$ cat config.mk
export PLATFORM = sky130hd
export DESIGN_NAME = mna_stamper
export DESIGN_NICKNAME = d
export VERILOG_FILES = /design/src/rtl/mna_stamper.sv
export SDC_FILE = /design/constraint.sdc
export NUM_CORES = 2
export LEC_CHECK = 0
export CAP_MARGIN = 25
export CORE_AREA = 2 2 379 381
export CTS_CLUSTER_SIZE = 28
export DETAILED_ROUTE_END_ITERATION = 7
export DIE_AREA = 0 0 381 383
export PLACE_DENSITY = 0.59
export SYNTH_ARGS = -nofsm -noshare
export SYNTH_HDL_FRONTEND = slang
export SYNTH_SLANG_ARGS = --single-unit
export TNS_END_PERCENT = 5
$ cat constraint.sdc
create_clock -name clk -period 17.7 [get_ports clk]
set_input_delay 2.655 -clock clk [delete_from_list [all_inputs] [get_ports clk]]
set_output_delay 2.655 -clock clk [all_outputs]
set_load 0.01 [all_outputs]
$ cat src/rtl/mna_stamper.sv
// mna_stamper: collects a stream of circuit element stamps (conductances and
// current sources) into a working nodal matrix Aw and vector bw. On the last
// stamp of a frame it publishes an A/b snapshot and pulses the solver reset.
//
// Ports
//   clk           system clock
//   I_RST         synchronous reset, active-high
//   stamp_valid   stamp present on the stamp_* inputs
//   stamp_ready   stamp accepted when valid && ready at rising clk
//   stamp_type    0 = conductance a<->b, 1 = current source b->a
//   stamp_node_a  first node index (SIZE = ground)
//   stamp_node_b  second node index (SIZE = ground)
//   stamp_value   G or I, signed Q(PRECISION.POINT)
//   stamp_last    final stamp of the frame
//   A             published matrix, row-major, [i][j] at ((i*SIZE+j)*W)
//   b             published right-hand-side vector
//   solver_rstn   active-low solver reset, low one cycle per publish
//   frame_valid   a frame has been published since reset
//   frame_sat     published frame contained a saturated sum
//   frame_err     published frame contained a dropped stamp
//   frame_count   number of published frames, wraps at 16 bits
module mna_stamper #(
    parameter int unsigned SIZE      = 3,
    parameter int unsigned PRECISION = 24,
    parameter int unsigned POINT     = 12,
    parameter int unsigned NW        = $clog2(SIZE + 1)
) (
    input  logic                                        clk,
    input  logic                                        I_RST,
    input  logic                                        stamp_valid,
    output logic                                        stamp_ready,
    input  logic                                        stamp_type,
    input  logic [NW-1:0]                               stamp_node_a,
    input  logic [NW-1:0]                               stamp_node_b,
    input  logic signed [PRECISION+POINT-1:0]           stamp_value,
    input  logic                                        stamp_last,
    output logic [SIZE*SIZE*(PRECISION+POINT)-1:0]      A,
    output logic [SIZE*(PRECISION+POINT)-1:0]           b,
    output logic                                        solver_rstn,
    output logic                                        frame_valid,
    output logic                                        frame_sat,
    output logic                                        frame_err,
    output logic [15:0]                                 frame_count
);

    localparam int unsigned W = PRECISION + POINT;

    typedef enum logic [1:0] {
        S_CLEAR  = 2'd0,
        S_ACCUM  = 2'd1,
        S_COMMIT = 2'd2
    } state_t;

    // Sign-extended add/subtract one bit wider than the operands.
    function automatic logic [W:0] ext_add(input logic [W-1:0] x,
                                           input logic [W-1:0] y,
                                           input logic         sub);
        logic [W:0] xe;
        logic [W:0] ye;
        xe = {x[W-1], x};
        ye = {y[W-1], y};
        return sub ? (xe - ye) : (xe + ye);
    endfunction

    // Clamp a W+1-bit sum back into the signed W-bit range.
    function automatic logic [W-1:0] clamp(input logic [W:0] s);
        if (s[W] != s[W-1]) begin
            return s[W] ? {1'b1, {(W-1){1'b0}}} : {1'b0, {(W-1){1'b1}}};
        end
        return s[W-1:0];
    endfunction

    state_t r_state;
    state_t w_state_next;
    logic   r_ready;
    logic   w_ready_next;
    logic   r_rstn;
    logic   w_rstn_next;

    logic [W-1:0] r_aw      [SIZE][SIZE];
    logic [W-1:0] w_aw_next [SIZE][SIZE];
    logic [W-1:0] r_bw      [SIZE];
    logic [W-1:0] w_bw_next [SIZE];
    logic         r_sat_st;
    logic         r_err_st;

    logic [SIZE*SIZE*W-1:0] r_a_pub;
    logic [SIZE*W-1:0]      r_b_pub;
    logic                   r_fvalid;
    logic                   r_fsat;
    logic                   r_ferr;
    logic [15:0]            r_fcount;

    logic        w_accept;
    logic        w_bad;
    logic        w_apply;
    logic        w_sat_hit;
    logic        w_hit;
    logic        w_sub;
    logic [W:0]  w_sum;
    int unsigned w_ia;
    int unsigned w_ib;

    // State register plus the registered handshake and solver-reset outputs.
    always_ff @(posedge clk) begin
        if (I_RST) begin
            r_state <= S_CLEAR;
            r_ready <= 1'b0;
            r_rstn  <= 1'b1;
        end else begin
            r_state <= w_state_next;
            r_ready <= w_ready_next;
            r_rstn  <= w_rstn_next;
        end
    end

    // Next state; solver reset drops for the CLEAR cycle that follows COMMIT.
    always_comb begin
        w_state_next = r_state;
        w_ready_next = 1'b0;
        w_rstn_next  = 1'b1;
        case (r_state)
            S_CLEAR:  w_state_next = S_ACCUM;
            S_ACCUM:  if (w_accept && stamp_last) w_state_next = S_COMMIT;
            S_COMMIT: begin
                w_state_next = S_CLEAR;
                w_rstn_next  = 1'b0;
            end
            default:  w_state_next = S_CLEAR;
        endcase
        w_ready_next = (w_state_next == S_ACCUM);
    end

    // Stamp decode and saturating update of the working set.
    always_comb begin
        w_accept  = stamp_valid && r_ready;
        w_ia      = 32'(stamp_node_a);
        w_ib      = 32'(stamp_node_b);
        w_bad     = (w_ia > SIZE) || (w_ib > SIZE);
        // Same node on both ends contributes nothing; ground never matches a row.
        w_apply   = w_accept && !w_bad && (w_ia != w_ib);
        w_sat_hit = 1'b0;
        w_hit     = 1'b0;
        w_sub     = 1'b0;
        w_sum     = '0;

        for (int unsigned i = 0; i < SIZE; i++) begin
            for (int unsigned j = 0; j < SIZE; j++) begin
                w_aw_next[i][j] = r_aw[i][j];
                w_hit = 1'b0;
                w_sub = 1'b0;
                if (w_apply && !stamp_type) begin
                    if ((i == j) && ((i == w_ia) || (i == w_ib))) begin
                        w_hit = 1'b1;
                    end else if (((i == w_ia) && (j == w_ib)) ||
                                 ((i == w_ib) && (j == w_ia))) begin
                        w_hit = 1'b1;
                        w_sub = 1'b1;
                    end
                end
                if (w_hit) begin
                    w_sum           = ext_add(r_aw[i][j], stamp_value, w_sub);
                    w_aw_next[i][j] = clamp(w_sum);
                    w_sat_hit       = w_sat_hit | (w_sum[W] ^ w_sum[W-1]);
                end
            end
        end

        for (int unsigned i = 0; i < SIZE; i++) begin
            w_bw_next[i] = r_bw[i];
            w_hit = 1'b0;
            w_sub = 1'b0;
            if (w_apply && stamp_type) begin
                if (i == w_ia) begin
                    w_hit = 1'b1;
                end else if (i == w_ib) begin
                    w_hit = 1'b1;
                    w_sub = 1'b1;
                end
            end
            if (w_hit) begin
                w_sum        = ext_add(r_bw[i], stamp_value, w_sub);
                w_bw_next[i] = clamp(w_sum);
                w_sat_hit    = w_sat_hit | (w_sum[W] ^ w_sum[W-1]);
            end
        end
    end

    // Working set, sticky flags and the published snapshot.
    always_ff @(posedge clk) begin
        if (I_RST) begin
            for (int unsigned i = 0; i < SIZE; i++) begin
                for (int unsigned j = 0; j < SIZE; j++) begin
                    r_aw[i][j] <= '0;
                end
                r_bw[i] <= '0;
            end
            r_sat_st <= 1'b0;
            r_err_st <= 1'b0;
            r_a_pub  <= '0;
            r_b_pub  <= '0;
            r_fvalid <= 1'b0;
            r_fsat   <= 1'b0;
            r_ferr   <= 1'b0;
            r_fcount <= '0;
        end else begin
            case (r_state)
                S_CLEAR: begin
                    for (int unsigned i = 0; i < SIZE; i++) begin
                        for (int unsigned j = 0; j < SIZE; j++) begin
                            r_aw[i][j] <= '0;
                        end
                        r_bw[i] <= '0;
                    end
                    r_sat_st <= 1'b0;
                    r_err_st <= 1'b0;
                end
                S_ACCUM: begin
                    for (int unsigned i = 0; i < SIZE; i++) begin
                        for (int unsigned j = 0; j < SIZE; j++) begin
                            r_aw[i][j] <= w_aw_next[i][j];
                        end
                        r_bw[i] <= w_bw_next[i];
                    end
                    if (w_accept && w_bad) r_err_st <= 1'b1;
                    if (w_sat_hit)         r_sat_st <= 1'b1;
                end
                S_COMMIT: begin
                    for (int unsigned i = 0; i < SIZE; i++) begin
                        for (int unsigned j = 0; j < SIZE; j++) begin
                            r_a_pub[(i*SIZE+j)*W +: W] <= r_aw[i][j];
                        end
                        r_b_pub[i*W +: W] <= r_bw[i];
                    end
                    r_fvalid <= 1'b1;
                    r_fsat   <= r_sat_st;
                    r_ferr   <= r_err_st;
                    r_fcount <= r_fcount + 16'd1;
                end
                default: ;
            endcase
        end
    end

    assign stamp_ready = r_ready;
    assign solver_rstn = r_rstn;
    assign A           = r_a_pub;
    assign b           = r_b_pub;
    assign frame_valid = r_fvalid;
    assign frame_sat   = r_fsat;
    assign frame_err   = r_ferr;
    assign frame_count = r_fcount;

endmodule

; Word-level counts from Yosys, hierarchy flattened
; Memory sizes are Yosys's and may differ from the RTL's.
; Index checks and enable logic that the tools add are counted.
[op_classes]
add_sub_neg = 25
eq_ne = 21
mux = 169
bitwise_logic = 47
reduce_logical = 26
[op_table]
columns = cell, count
row1 = $mux W36, 72
row2 = $add A36 B36 Y37, 12
row3 = $mux W37, 12
row4 = $sub A36 B36 Y37, 12
row5 = $mux W1, 82
row6 = $or A1 B1 Y1, 35
row7 = $add A16 B1 Y16 const B, 1
row8 = $logic_and A1 B1 Y1, 14
row9 = $ne A1 B1 Y1, 12
row10 = $xor A1 B1 Y1, 12
row11 = $logic_not A2 Y1, 3
row12 = $logic_or A1 B1 Y1, 6
row13 = $eq A1 B2 Y1 const A, 2
row14 = $eq A2 B1 Y1 const B, 2
row15 = $eq A2 B2 Y1 const A, 2
row16 = $pmux W2 S2, 1
row17 = $eq A2 B2 Y1 const B, 1
row18 = $mux W2, 1
row19 = $ne A2 B2 Y1, 1
row20 = $ne A2 B2 Y1 const B, 1
row21 = $pmux W1 S2, 1
row22 = $reduce_and A2 Y1, 1
row23 = $reduce_bool A2 Y1, 1
row24 = $logic_not A1 Y1, 1
[word_totals]
regBits = 455
ramBits = 432
input_bits = 45
output_inout_bits = 453
word_cells = 299
mem_count = 2
[memory_table]
columns = memory, words, width, read_ports, rd_ports_with_merged_regs, wr, line
row1 = r_aw, 3, 108, 3, 0, 3, 80  ; logic [W-1:0] r_aw [SIZE][SIZE];
row2 = r_bw, 3, 36, 3, 0, 3, 82  ; logic [W-1:0] r_bw [SIZE];

; Longest topological paths before layout
[logic_depth]
depth_word = 32
ltp_mapped = 27
mapped_depth_nobuf = 24

; Worst setup path before layout
; OpenSTA, ideal clock, no wires.
[synth_path]
kind = in2reg
start = input stamp_value[17]
end = memory r_aw[0][278] in the netlist's numbering, data pin
setup_time_ps = 271
arrival_ps = 8754
required_time_ps = 17429
slack_ps = 8675
path_stages = 24
path_buffers = 3
path_cell_list = buf_6 -> or4_4 -> or4_4 -> nor4_4 -> nand2_4 -> nor3_4 -> or3b_1 -> buf_1 -> nor3_2 -> nor2_1 -> xnor2_1 -> ha_1 -> a21oi_1 -> nor2_1 -> a211o_1 -> a21o_1 -> a21oi_1 -> a21boi_0 -> o21ai_0 -> xnor2_1 -> or2_2 -> nand2_1 -> clkbuf_1 -> o21ai_0
[synth_lines]
columns = item, line
row1 = from (decl), 35  ; input logic signed [PRECISION+POINT-1:0] stamp_value,
row2 = to (decl), 80

; Final worst setup path
[layout_path]
start = input stamp_value[3]
end = register r_sat_st
[layout_via]
elab_chain_len = 28
word_cells_on_any_way = 73
classes_between = add/sub: 24 / eq/ne: 1 / mux: 24 / bitwise: 23 / reduce/logical: 1
[layout_lines]
columns = item, line
row1 = $add A36 B36 Y37 or $sub A36 B36 Y37 (tied branches), 62  ; return sub ? (xe - ye) : (xe + ye);
row2 = $mux W37, 62
row3 = $xor A1 B1 Y1, 164  ; w_sat_hit = w_sat_hit | (w_sum[W] ^ w_sum[W-1]);
row4 = $mux W1, 161  ; if (w_hit) begin
row5 = $or A1 B1 Y1, 164
row6 = $mux W1, 161
row7 = $or A1 B1 Y1, 164
row8 = $mux W1, 161
row9 = (+12 left out), --
row10 = $or A1 B1 Y1, 184  ; w_sat_hit = w_sat_hit | (w_sum[W] ^ w_sum[W-1]);
row11 = $mux W1, 181  ; if (w_hit) begin
row12 = $or A1 B1 Y1, 184
row13 = $mux W1, 181
row14 = $or A1 B1 Y1, 184
row15 = $mux W1 (*), 181
row16 = $ne A2 B2 Y1 (no line) (*), --
row17 = $reduce_and A2 Y1 (no line) (*), --
row18 = to (signal assigned), 198  ; r_sat_st <= 1'b0;
row19 = to (signal assigned), 215  ; r_sat_st <= 1'b0;
row20 = to (signal assigned), 226  ; if (w_sat_hit) r_sat_st <= 1'b1;
row21 = to (decl), 84  ; logic r_sat_st;
; Every way passes the cells marked *; elsewhere a longest branch is shown, timed or not.
; A chain may end at the register's enable or synchronous reset.

==> run_results.csv <==
group,metric,value,unit
run_status,status,"complete, no violations",
power_and_ir_drop,leakage,0.02725,µW
critical_path,path_class,"input pin to register",
cts,clock_path_buffers,3,
route,viasPerCell,5.626,
cts,cts-buffers-inserted,102,
cts,postCtsHoldBufs,0,
power_and_ir_drop,power.switching,3121,µW
power_and_ir_drop,seqPwrFrac,34.7,%
critical_path,ff2ff_path_depth,18,
timing,min_period,10780,ps
timing,fin_crit_sh,60.90,%
power_and_ir_drop,ir_drop,0.00007944,V
timing,drv_slew,0,
yosys,async_flop_share,0,%
yosys,ys_warn_count,0,
layout,final_nets,7454,
grt,overflow,0,
power_and_ir_drop,swShare,37.42,%
critical_path,crit_required,18360,ps
yosys,ys_ff_latch,887,
route,detail_route.wl_per_cell,23.21,µm
route,wl,207900,µm
yosys,syn_avg_cell_area,8.603,µm²
critical_path,r2r_start,"stamp_ready",
grt,grtUsageTotal,27.55,%
cts,cts_sinks,887,
power_and_ir_drop,clockPowerShare,26.8,%
yosys,netlist_area,56540,µm²
floorplan,std_cell_rows,139,
timing,tightest_slew,1140,ps
timing,fin_ws,6921,ps
timing,finalSetupViolations,0,
power_and_ir_drop,pwr_density_cell,123.6,nW/µm²
critical_path,cp_max_fo,13,
power_and_ir_drop,intPower,5220,µW
cts,cts_root_buf,"clkbuf_16",
worst_hold_path,holdCritPathClass,"register to register",
yosys,synth.largest_area_cell,"edfxtp_1",
cts,clkTransAtPathRegs,70,ps
yosys,synth-edff-count,432,
grt,grt_max_degree,226,
floorplan,die_w,381,µm
cts,post_cts_resized,0,
yosys,ys_types,93,
floorplan,core,142300,µm²
critical_path,cp_data_arrival_time,11440,ps
floorplan,die_area,145900,µm²
run,cap_violations,0,
floorplan,die_h,383,µm
layout,n_antenna_cell,0,
timing,hold_viol,0,
timing,setup_tns,0,ps
critical_path,crit_path_start_kind,"input pin",
critical_path,r2r_end,"r_sat_st",
critical_path,cp-end-kind,"register",
grt,antenna_found_initial,13,
timing,rsz0062_at_grt,"no",
placed_design,portBuffers,496,
layout,syn_to_final_growth,19.37,%
yosys,synthFlopType,"dfxtp_1",
cts,cts_htree_levels,3,
critical_path,crit_path_end,"r_sat_st",
timing,slew_headroom,23.42,%
power_and_ir_drop,power,8342,µW
yosys,ys_seq_area_share,39.05,%
timing,fmax,92.77,MHz
placed_design,dp_slack,6486,ps
power_and_ir_drop,comb_power_share,38.5,%
cts,insertion_delay,770,ps
grt,grt_first_pass_wirelength,304400,µm
cts,cts_tree,"done",
worst_hold_path,holdPathStages,2,
placed_design,gp_congestion,0.9571,
floorplan,pin_count,498,
timing,finClkSkew,46.11,ps
route,drtPass1Iterations,8,
placed_design,hpwl,153900,µm
route,ant_nets,0,
layout,drive_above_1_share,5.061,%
floorplan,initial_core_util,39.74,%
cts,post_cts_buffers,0,
route,drcViolationCount,0,
yosys,syn-num-nets,7060,
route,vias,50390,
yosys,synth_top_area_share,22.94,%
yosys,synthCells,6572,
layout,utilization,47.44,%
grt,grt_pass1_vias,47820,
critical_path,r2r_slack,10010,ps
route,first_iter_violations,4422,
critical_path,crit_start,"stamp_value[3]",
yosys,synth_area_leaders,"edfxtp_1 (23%), dfxtp_1 (16%), ha_1 (9.5%)",
## cells in the mapped netlist (all sizes together) (26+ instances only)
cell type and n:
nand2 1198, edfxtp 432, and2 33, or2 28
dfxtp 455, o21ai 571, ha 431, a211oi 33
a21oi 852, nand4 42, o31ai 45, and3 42
nor2b 40, a21o 213, xor2 308, nor3 63
or3 34, inv 134, nand2b 78, clkbuf 301
nand3 90, nor2 336, o21a 49, xnor2 372
o211ai 26, o21bai 65
## how the worst min path moves through the flow
stage	from	endpoint	slack, ps
after floorplan	r_sat_st	frame_sat	430
after global placement	A[156]	A[156]	440
after detailed placement	A[154]	A[154]	450
after CTS	A[154]	A[154]	450
after global routing	A[19]	A[19]	470
final	A[258]	A[258]	450
## logic make-up (layout without fill, tap and decap cells)
logic type | after synthesis | count (layout) | share of synthesized area, %
compound gates | 2050 | 2050 | 21.34
buf+inv | 457 | 939 | 3.063
xor+xnor | 682 | 682 | 10.63
other cells | 1 | 1 | 0.006633
fa+ha+maj | 449 | 449 | 10.07
mux | 12 | 12 | 0.2169
simple gates | 2034 | 2034 | 15.62
flops | 887 | 887 | 39.05
## through the flow
stage                     instances  hold WS, ps  cell area (µm²)
after detailed placement       8753        446.4            63670
final                          8957        451.8            67490
after CTS                      8945        454.8            67200
after global placement         8744        441.4            63460
after global routing           8957        468.7            67490
after floorplan                6572        432.1            56540
## power by group through the flow
stage	combinational, µW	sequential [µW]	clock (µW)
2_1_floorplan	2480	2740	0
3_3_place_gp	3090	2940	0
3_5_place_dp	3120	2930	0
4_1_cts	3150	2890	2280
5_1_grt	3580	2910	2350
6_report	3210	2890	2240
## layout by cell type, fill, tap and decap left out, drive strengths merged, types with 16 or more instances in the layout
cell | Yosys | routed
nor2b | 40 | 40
dfxtp | 455 | 455
nand4 | 42 | 42
o211ai | 26 | 26
or2 | 28 | 28
a211oi | 33 | 33
and2 | 33 | 33
o21ai | 571 | 571
or3 | 34 | 34
a211o | 17 | 17
o21bai | 65 | 65
and3 | 42 | 42
a21oi | 852 | 852
inv | 134 | 146
a31oi | 22 | 22
nand3 | 90 | 90
xnor2 | 372 | 372
o21a | 49 | 49
nor2 | 336 | 336
a21o | 213 | 213
buf | 21 | 118
edfxtp | 432 | 432
clkinv | 1 | 28
clkdlybuf4s50 | 0 | 494
nor4 | 16 | 16
xor2 | 308 | 308
nor3 | 63 | 63
clkbuf | 301 | 151
o31ai | 45 | 45
nand2 | 1198 | 1198
ha | 431 | 431
nand2b | 78 | 78
## flip-flops by register name (all words and copies together), names as in the netlist, 2 cells and up
| register | cells |
|---|---|
| r_aw | 324 |
| r_bw | 108 |
| r_state | 2 |
| A | 324 |
| b | 108 |
| frame_count | 16 |
## worst max-delay path, cell delays in order
cell and delay, ps:
clkdlybuf4s50_1 890, nor4b_1 720, and3_1 460, nand2_1 380
nor2_2 710, nand2_1 630, nor3_2 440, buf_4 310
nor2_1 80, xnor2_1 450, ha_1 390, o21ai_0 100
nand2b_1 110, a2111oi_1 690, o31ai_1 260, mux2i_1 200
a2111oi_4 480, xnor2_1 190, o31ai_1 890, a41o_1 300
nand3_1 70
## routing by layer
metal	track usage [%]	part of all wire, %	up-vias
met3	5.826	8.0	416
met5	0	0.052	-
li1	-	-	24140
met1	35.85	42	24040
met4	13.01	5.1	18
met2	43.59	44	1786
## final cells by class
class                           count  area (µm²)
Clock buffer                      151        3196
Clock inverter                     41       336.6
Fill cell                       13900       74770
Inverter                          135       506.7
Multi-Input combinational cell   5228       32790
Sequential cell                   887       22080
Tap cell                         1903        2381
Timing Repair Buffer              612        6202
Note: power is estimated with default switching activity, not from simulation.
